File: src/rtl/spike_event_packetizer.sv
// Spike event packetizer: turns rising edges on per-unit spike lines into timestamped
// 3-byte packets, buffered through per-unit slots and a small FIFO onto a byte stream.
module spike_event_packetizer #(
    parameter int NUM_UNITS  = 4,
    parameter int FIFO_DEPTH = 4,
    parameter int TS_WIDTH   = 16
) (
    input  logic                   clk,
    input  logic                   rst_n,
    input  logic [NUM_UNITS-1:0]   spike_detection_array,
    input  logic [2*NUM_UNITS-1:0] event_out_array,
    input  logic                   clear_status,
    output logic [7:0]             out_data,
    output logic                   out_valid,
    input  logic                   out_ready,
    output logic                   overflow,
    output logic [7:0]             drop_count
);

    localparam int PKT_W = 6 + TS_WIDTH;
    localparam int PTR_W = $clog2(FIFO_DEPTH);
    localparam int IDX_W = (NUM_UNITS > 1) ? $clog2(NUM_UNITS) : 1;
    localparam int CNT_W = $clog2(NUM_UNITS + 1);

    typedef enum logic [1:0] {IDLE, B0, B1, B2} state_t;

    logic [TS_WIDTH-1:0]  r_ts;
    logic [NUM_UNITS-1:0] r_spikePrev;
    logic [NUM_UNITS-1:0] r_pending;
    logic [1:0]           r_slotCode [NUM_UNITS];
    logic [TS_WIDTH-1:0]  r_slotTs   [NUM_UNITS];
    logic [PKT_W-1:0]     r_fifoMem  [FIFO_DEPTH];
    logic [PTR_W:0]       r_wrPtr;
    logic [PTR_W:0]       r_rdPtr;
    logic [PKT_W-1:0]     r_hold;
    state_t               r_state;

    logic [NUM_UNITS-1:0] w_rise;
    logic [NUM_UNITS-1:0] w_pushMask;
    logic [NUM_UNITS-1:0] w_drop;
    logic [IDX_W-1:0]     w_pushSel;
    logic                 w_anyPend;
    logic                 w_push;
    logic [PKT_W-1:0]     w_pushPkt;
    logic                 w_fifoFull;
    logic                 w_fifoEmpty;
    logic                 w_pop;
    state_t               w_nextState;
    logic [CNT_W-1:0]     w_dropNum;
    logic [7:0]           w_cntBase;
    logic [8:0]           w_cntSum;

    assign w_rise      = spike_detection_array & ~r_spikePrev;
    assign w_fifoEmpty = (r_wrPtr == r_rdPtr);
    assign w_fifoFull  = (r_wrPtr[PTR_W] != r_rdPtr[PTR_W]) &&
                         (r_wrPtr[PTR_W-1:0] == r_rdPtr[PTR_W-1:0]);

    always_ff @(posedge clk or negedge rst_n) begin
        if (!rst_n) begin
            r_ts        <= '0;
            r_spikePrev <= '0;
        end else begin
            r_ts        <= r_ts + TS_WIDTH'(1);
            r_spikePrev <= spike_detection_array;
        end
    end

    // Fixed priority: the descending scan leaves the lowest pending index selected.
    always_comb begin
        w_pushSel = '0;
        w_anyPend = 1'b0;
        for (int u = NUM_UNITS - 1; u >= 0; u--) begin
            if (r_pending[u]) begin
                w_pushSel = IDX_W'(u);
                w_anyPend = 1'b1;
            end
        end
    end

    assign w_push    = w_anyPend && !w_fifoFull;
    assign w_pushPkt = {4'(w_pushSel), r_slotCode[w_pushSel], r_slotTs[w_pushSel]};

    always_comb begin
        w_pushMask = '0;
        for (int u = 0; u < NUM_UNITS; u++) begin
            w_pushMask[u] = w_push && (w_pushSel == IDX_W'(u));
        end
    end

    // A slot being drained this edge may take a new capture; otherwise a busy slot drops it.
    assign w_drop = w_rise & r_pending & ~w_pushMask;

    always_ff @(posedge clk or negedge rst_n) begin
        if (!rst_n) begin
            r_pending <= '0;
            for (int u = 0; u < NUM_UNITS; u++) begin
                r_slotCode[u] <= '0;
                r_slotTs[u]   <= '0;
            end
        end else begin
            for (int u = 0; u < NUM_UNITS; u++) begin
                if (w_rise[u] && !w_drop[u]) begin
                    r_pending[u]  <= 1'b1;
                    r_slotCode[u] <= event_out_array[2*u +: 2];
                    r_slotTs[u]   <= r_ts;
                end else if (w_pushMask[u]) begin
                    r_pending[u] <= 1'b0;
                end
            end
        end
    end

    always_comb begin
        w_dropNum = '0;
        for (int u = 0; u < NUM_UNITS; u++) begin
            w_dropNum = w_dropNum + CNT_W'(w_drop[u]);
        end
    end

    assign w_cntBase = clear_status ? 8'h00 : drop_count;
    assign w_cntSum  = {1'b0, w_cntBase} + 9'(w_dropNum);

    always_ff @(posedge clk or negedge rst_n) begin
        if (!rst_n) begin
            overflow   <= 1'b0;
            drop_count <= 8'h00;
        end else begin
            overflow   <= (|w_drop) || (overflow && !clear_status);
            drop_count <= (w_cntSum > 9'd255) ? 8'hFF : w_cntSum[7:0];
        end
    end

    always_ff @(posedge clk) begin
        if (w_push) begin
            r_fifoMem[r_wrPtr[PTR_W-1:0]] <= w_pushPkt;
        end
    end

    always_comb begin
        w_nextState = r_state;
        w_pop       = 1'b0;
        unique case (r_state)
            IDLE: begin
                if (!w_fifoEmpty) begin
                    w_pop       = 1'b1;
                    w_nextState = B0;
                end
            end
            B0: if (out_ready) w_nextState = B1;
            B1: if (out_ready) w_nextState = B2;
            B2: begin
                if (out_ready) begin
                    if (!w_fifoEmpty) begin
                        w_pop       = 1'b1;
                        w_nextState = B0;
                    end else begin
                        w_nextState = IDLE;
                    end
                end
            end
        endcase
    end

    always_ff @(posedge clk or negedge rst_n) begin
        if (!rst_n) begin
            r_state <= IDLE;
            r_hold  <= '0;
            r_wrPtr <= '0;
            r_rdPtr <= '0;
        end else begin
            r_state <= w_nextState;
            if (w_pop) begin
                r_hold  <= r_fifoMem[r_rdPtr[PTR_W-1:0]];
                r_rdPtr <= r_rdPtr + (PTR_W + 1)'(1);
            end
            if (w_push) begin
                r_wrPtr <= r_wrPtr + (PTR_W + 1)'(1);
            end
        end
    end

    assign out_valid = (r_state != IDLE);

    always_comb begin
        out_data = 8'h00;
        unique case (r_state)
            IDLE: out_data = 8'h00;
            B0:   out_data = {2'b10, r_hold[TS_WIDTH+1:TS_WIDTH], r_hold[TS_WIDTH+5:TS_WIDTH+2]};
            B1:   out_data = r_hold[15:8];
            B2:   out_data = r_hold[7:0];
        endcase
    end

endmodule

File: config.mk
export PLATFORM = sky130hd
export DESIGN_NAME = spike_event_packetizer
export DESIGN_NICKNAME = d
export VERILOG_FILES = /design/src/rtl/spike_event_packetizer.sv
export SDC_FILE = /design/constraint.sdc
export NUM_CORES = 1
export LEC_CHECK = 0
export ABC_AREA = 1
export CAP_MARGIN = 20
export CORE_ASPECT_RATIO = 0.5
export CORE_MARGIN = 3
export CORE_UTILIZATION = 45
export CTS_BUF_LIST = sky130_fd_sc_hd__clkbuf_8
export DETAILED_ROUTE_END_ITERATION = 8
export GPL_TIMING_DRIVEN = 0
export SLEW_MARGIN = 10
export SYNTH_ARGS = -nofsm -noshare
export SYNTH_HDL_FRONTEND = slang
export SYNTH_SLANG_ARGS = --single-unit
File: constraint.sdc
create_clock -name clk -period 6.7 [get_ports clk]
set_input_delay 1.34 -clock clk [delete_from_list [all_inputs] [get_ports clk]]
set_output_delay 1.34 -clock clk [all_outputs]
set_load 0.01 [all_outputs]
==> impl_metrics.toml <==
[yosys]
synthMuxAreaShare_pct = 0
synth-simple-area-share_pct = 20.5
synth_top_family_by_area = "simple AND/OR/NAND/NOR gates"
synth_compound_area_share_pct = 7.85
syn_area_mm2 = 0.00922
yosysSeqAreaShare_pct = 62.2
synth_seq_cells = 213
synth.avg_cell_area_um2 = 9.99
synth_top_area_cell = "dfrtp_1"
synth_top_area_share_pct = 36.1
ys_types = 34
synthTopCellsByArea = "dfrtp_1 36%, edfxtp_1 26%, nand2_1 9.0%"
synth_xor_area_share_pct = 2.19
netlist_instances = 923
syn_nets = 955
synthAdderAreaFrac_pct = 2.42
yosysWarnings = 0

[hold_path]
min_path_type = "reg2reg"
min_from = "r_slotTs[12]"

[clock_network]
path_clk_slew_ps = 60
cts_tree = "done"
clockBufferDepth = 3
clk_latency_ps = 560
ctsResizeCount = 0
root_buffer = "clkbuf_8"
cts_hold_buf = 0
cts_setup_buffers = 0
cts_sinks = 213
htree_levels = 1
numCtsBuffers = 31

[critical_path]
critPathLaunchType = "input pin"
r2r_cells = 17
worstReg2RegEnd = "drop_count[7]"
endpoint = "drop_count[7]"
worst-path-max-fanout = 8
r2r_slack_ps = 3190
arrival_ps = 4280
critPathRequiredTime_ps = 7120
worstSetupEndpointType = "register"
crit_path_start = "spike_detection_array[0]"
crit_type = "in2reg"
timing.rr.start = "r_rdPtr[0]"

[power]
max-vdd-ir-drop_mv = 0.155
p_per_area_mw_per_mm2 = 448
fin_total_pwr_uw = 4730
leakage_uw = 0.00459

[sta]
drv_slew = 0
relSlewSlack_pct = 47.9
finalSetupViolCount = 0
finalClockSkew_ps = 24.0
fin_crit_ps = 3870
rsz0062_at_grt = "no"
tightest_slew_ps = 780
hold_violations = 0
min_period_over_period_pct = 57.7
fmax_mhz = 258

[route]
wl_um = 21500
antenna_left = 0
drc = 0
top_layer_used = "met4"
dr.pass1.iters = 5
via_per_inst = 5.17
route.met2.wl_um = 9480
wl_per_cell_um = 16.8
drt_iter0_drc = 552
wl_met1_um = 10700
vias = 6617
wl_met3_um = 1020

[floorplanning]
die_h_um = 107
ioPinCount = 34
fp.coreArea_mm2 = 0.0198
die_x_um = 208
dieArea_mm2 = 0.0223
rows = 36
initial_core_util_pct = 46.6

[layout]
syn_to_final_growth_pct = 14.4
finalNonFillerCells = 1281
fin_util_pct = 53.3
antenna_cells = 0
drive_gt1_share_pct = 8.57
layout.nets = 1026

[placement]
gp_congestion = 0.787
dpl.cell_count = 1227
portBuffers = 33
place_hpwl_um = 14800

[run]
drv_cap = 0

[global_routing]
antenna_found_initial = 0
grt_pass1_wl_um = 35200
grt_pass1_vias = 6497
track_usage_pct = 19.8
grt_max_degree = 74
overflow = 0

[run_status]
outcome = "complete, no violations"
## layout make-up
cell class | count | area [um^2]
clock inverters | 23 | 146
repair buffers | 38 | 415
well taps | 266 | 333
clock buffers | 31 | 427
fillers | 1794 | 9230
flip-flops and latches | 213 | 5730
multi-input cells | 615 | 3040
plain buffers | 40 | 244
inverters | 55 | 209
## Yosys cell counts
library cell / n
nand3_2: 2
nor4_1: 1
inv_2: 1
nor3b_1: 1
clkbuf_1: 20
nand2_1: 221
or2_2: 1
xor2_1: 20
nor2_8: 1
fa_1: 3
nand2_4: 3
buf_1: 1
o21ai_1: 12
buf_2: 6
o22ai_1: 20
buf_6: 10
nand2_2: 7
xnor2_1: 3
nor2_2: 4
nand3b_1: 1
nand4_1: 24
a21oi_1: 29
o21ai_0: 77
nor3_2: 1
inv_1: 53
dfrtp_1: 133
ha_1: 13
nor3_1: 8
buf_4: 3
edfxtp_1: 80
a22oi_1: 1
inv_4: 1
nor2_1: 100
nand3_1: 62
## registers in the layout, summed over array words and instances, names as in the netlist
name / cells
r_slotCode: 8
overflow: 1
r_spikePrev: 4
r_wrPtr: 3
r_pending: 4
r_ts: 16
r_fifoMem: 80
r_rdPtr: 3
drop_count: 8
r_slotTs: 64
r_hold: 20
r_state: 2
## cell families after synthesis
logic type / Yosys count
simple gates: 437
flops: 213
compound gates: 139
buf+inv: 95
xor+xnor: 23
fa+ha+maj: 16
## report_power, final
| group | switching (uW) | internal, uW | total [uW] |
|---|---|---|---|
| logic | 1140 | 574 | 1710 |
| clock network | 488 | 505 | 993 |
| registers | 170 | 1850 | 2020 |
## metal layers
| layer | up-vias | global-route usage, % |
|---|---|---|
| li1 | 3231 | - |
| met4 | 0 | 3.56 |
| met3 | 27 | 3.07 |
| met2 | 158 | 31.1 |
| met5 | - | 0 |
| met1 | 3201 | 29.6 |
## how the worst min path moves through the flow
stage / end / slack [ps] / cells after the start
after floorplan: r_slotCode[0] / 440 / 2
after global placement: r_slotTs[12] / 450 / 2
after detailed placement: r_slotTs[12] / 460 / 2
after CTS: r_slotTs[12] / 480 / 2
after global routing: r_slotTs[12] / 500 / 2
final: r_slotTs[12] / 470 / 2
## worst max-delay path, cell delays in order
cell and delay, ps:
clkdlybuf4s50_1 470, inv_1 40, nor2_1 300, nand3_1 240, inv_1 130, fa_1 400, inv_1 90, fa_1 170
inv_1 60, fa_1 400, nand3_1 130, nand3b_1 150, nor2_1 50, nand2_1 210, nand3_1 110
## stage by stage
step | TNS (ps) | area (um^2) | hold WS (ps) | worst slack, ps
after floorplan | 0 | 9220 | 442 | 3140
after global placement | -153000 | 9880 | 455 | -1170
after detailed placement | 0 | 9970 | 459 | 2250
after CTS | 0 | 10500 | 475 | 2830
after global routing | 0 | 10500 | 503 | 2560
final | 0 | 10500 | 471 | 2830
## placed cells by master, fill, tap and decap left out, drive strengths merged
cell           netlist  layout
o21ai               89      89
nand3               64      64
xor2                20      20
bufinv               0       2
xnor2                3       3
fa                   3       3
nand3b               1       1
nor2               105     105
dfrtp              133     133
inv                 55      65
clkinv               0      10
nand4               24      24
nand2              231     231
clkinvlp             0       1
o22ai               20      20
ha                  13      13
a21oi               29      29
buf                 20      26
or2                  1       1
a22oi                1       1
clkdlybuf4s50        0      32
nor4                 1       1
nor3b                1       1
nor3                 9       9
clkbuf              20      51
edfxtp              80      80
No activity file was read; power rests on OpenSTA's default activity.
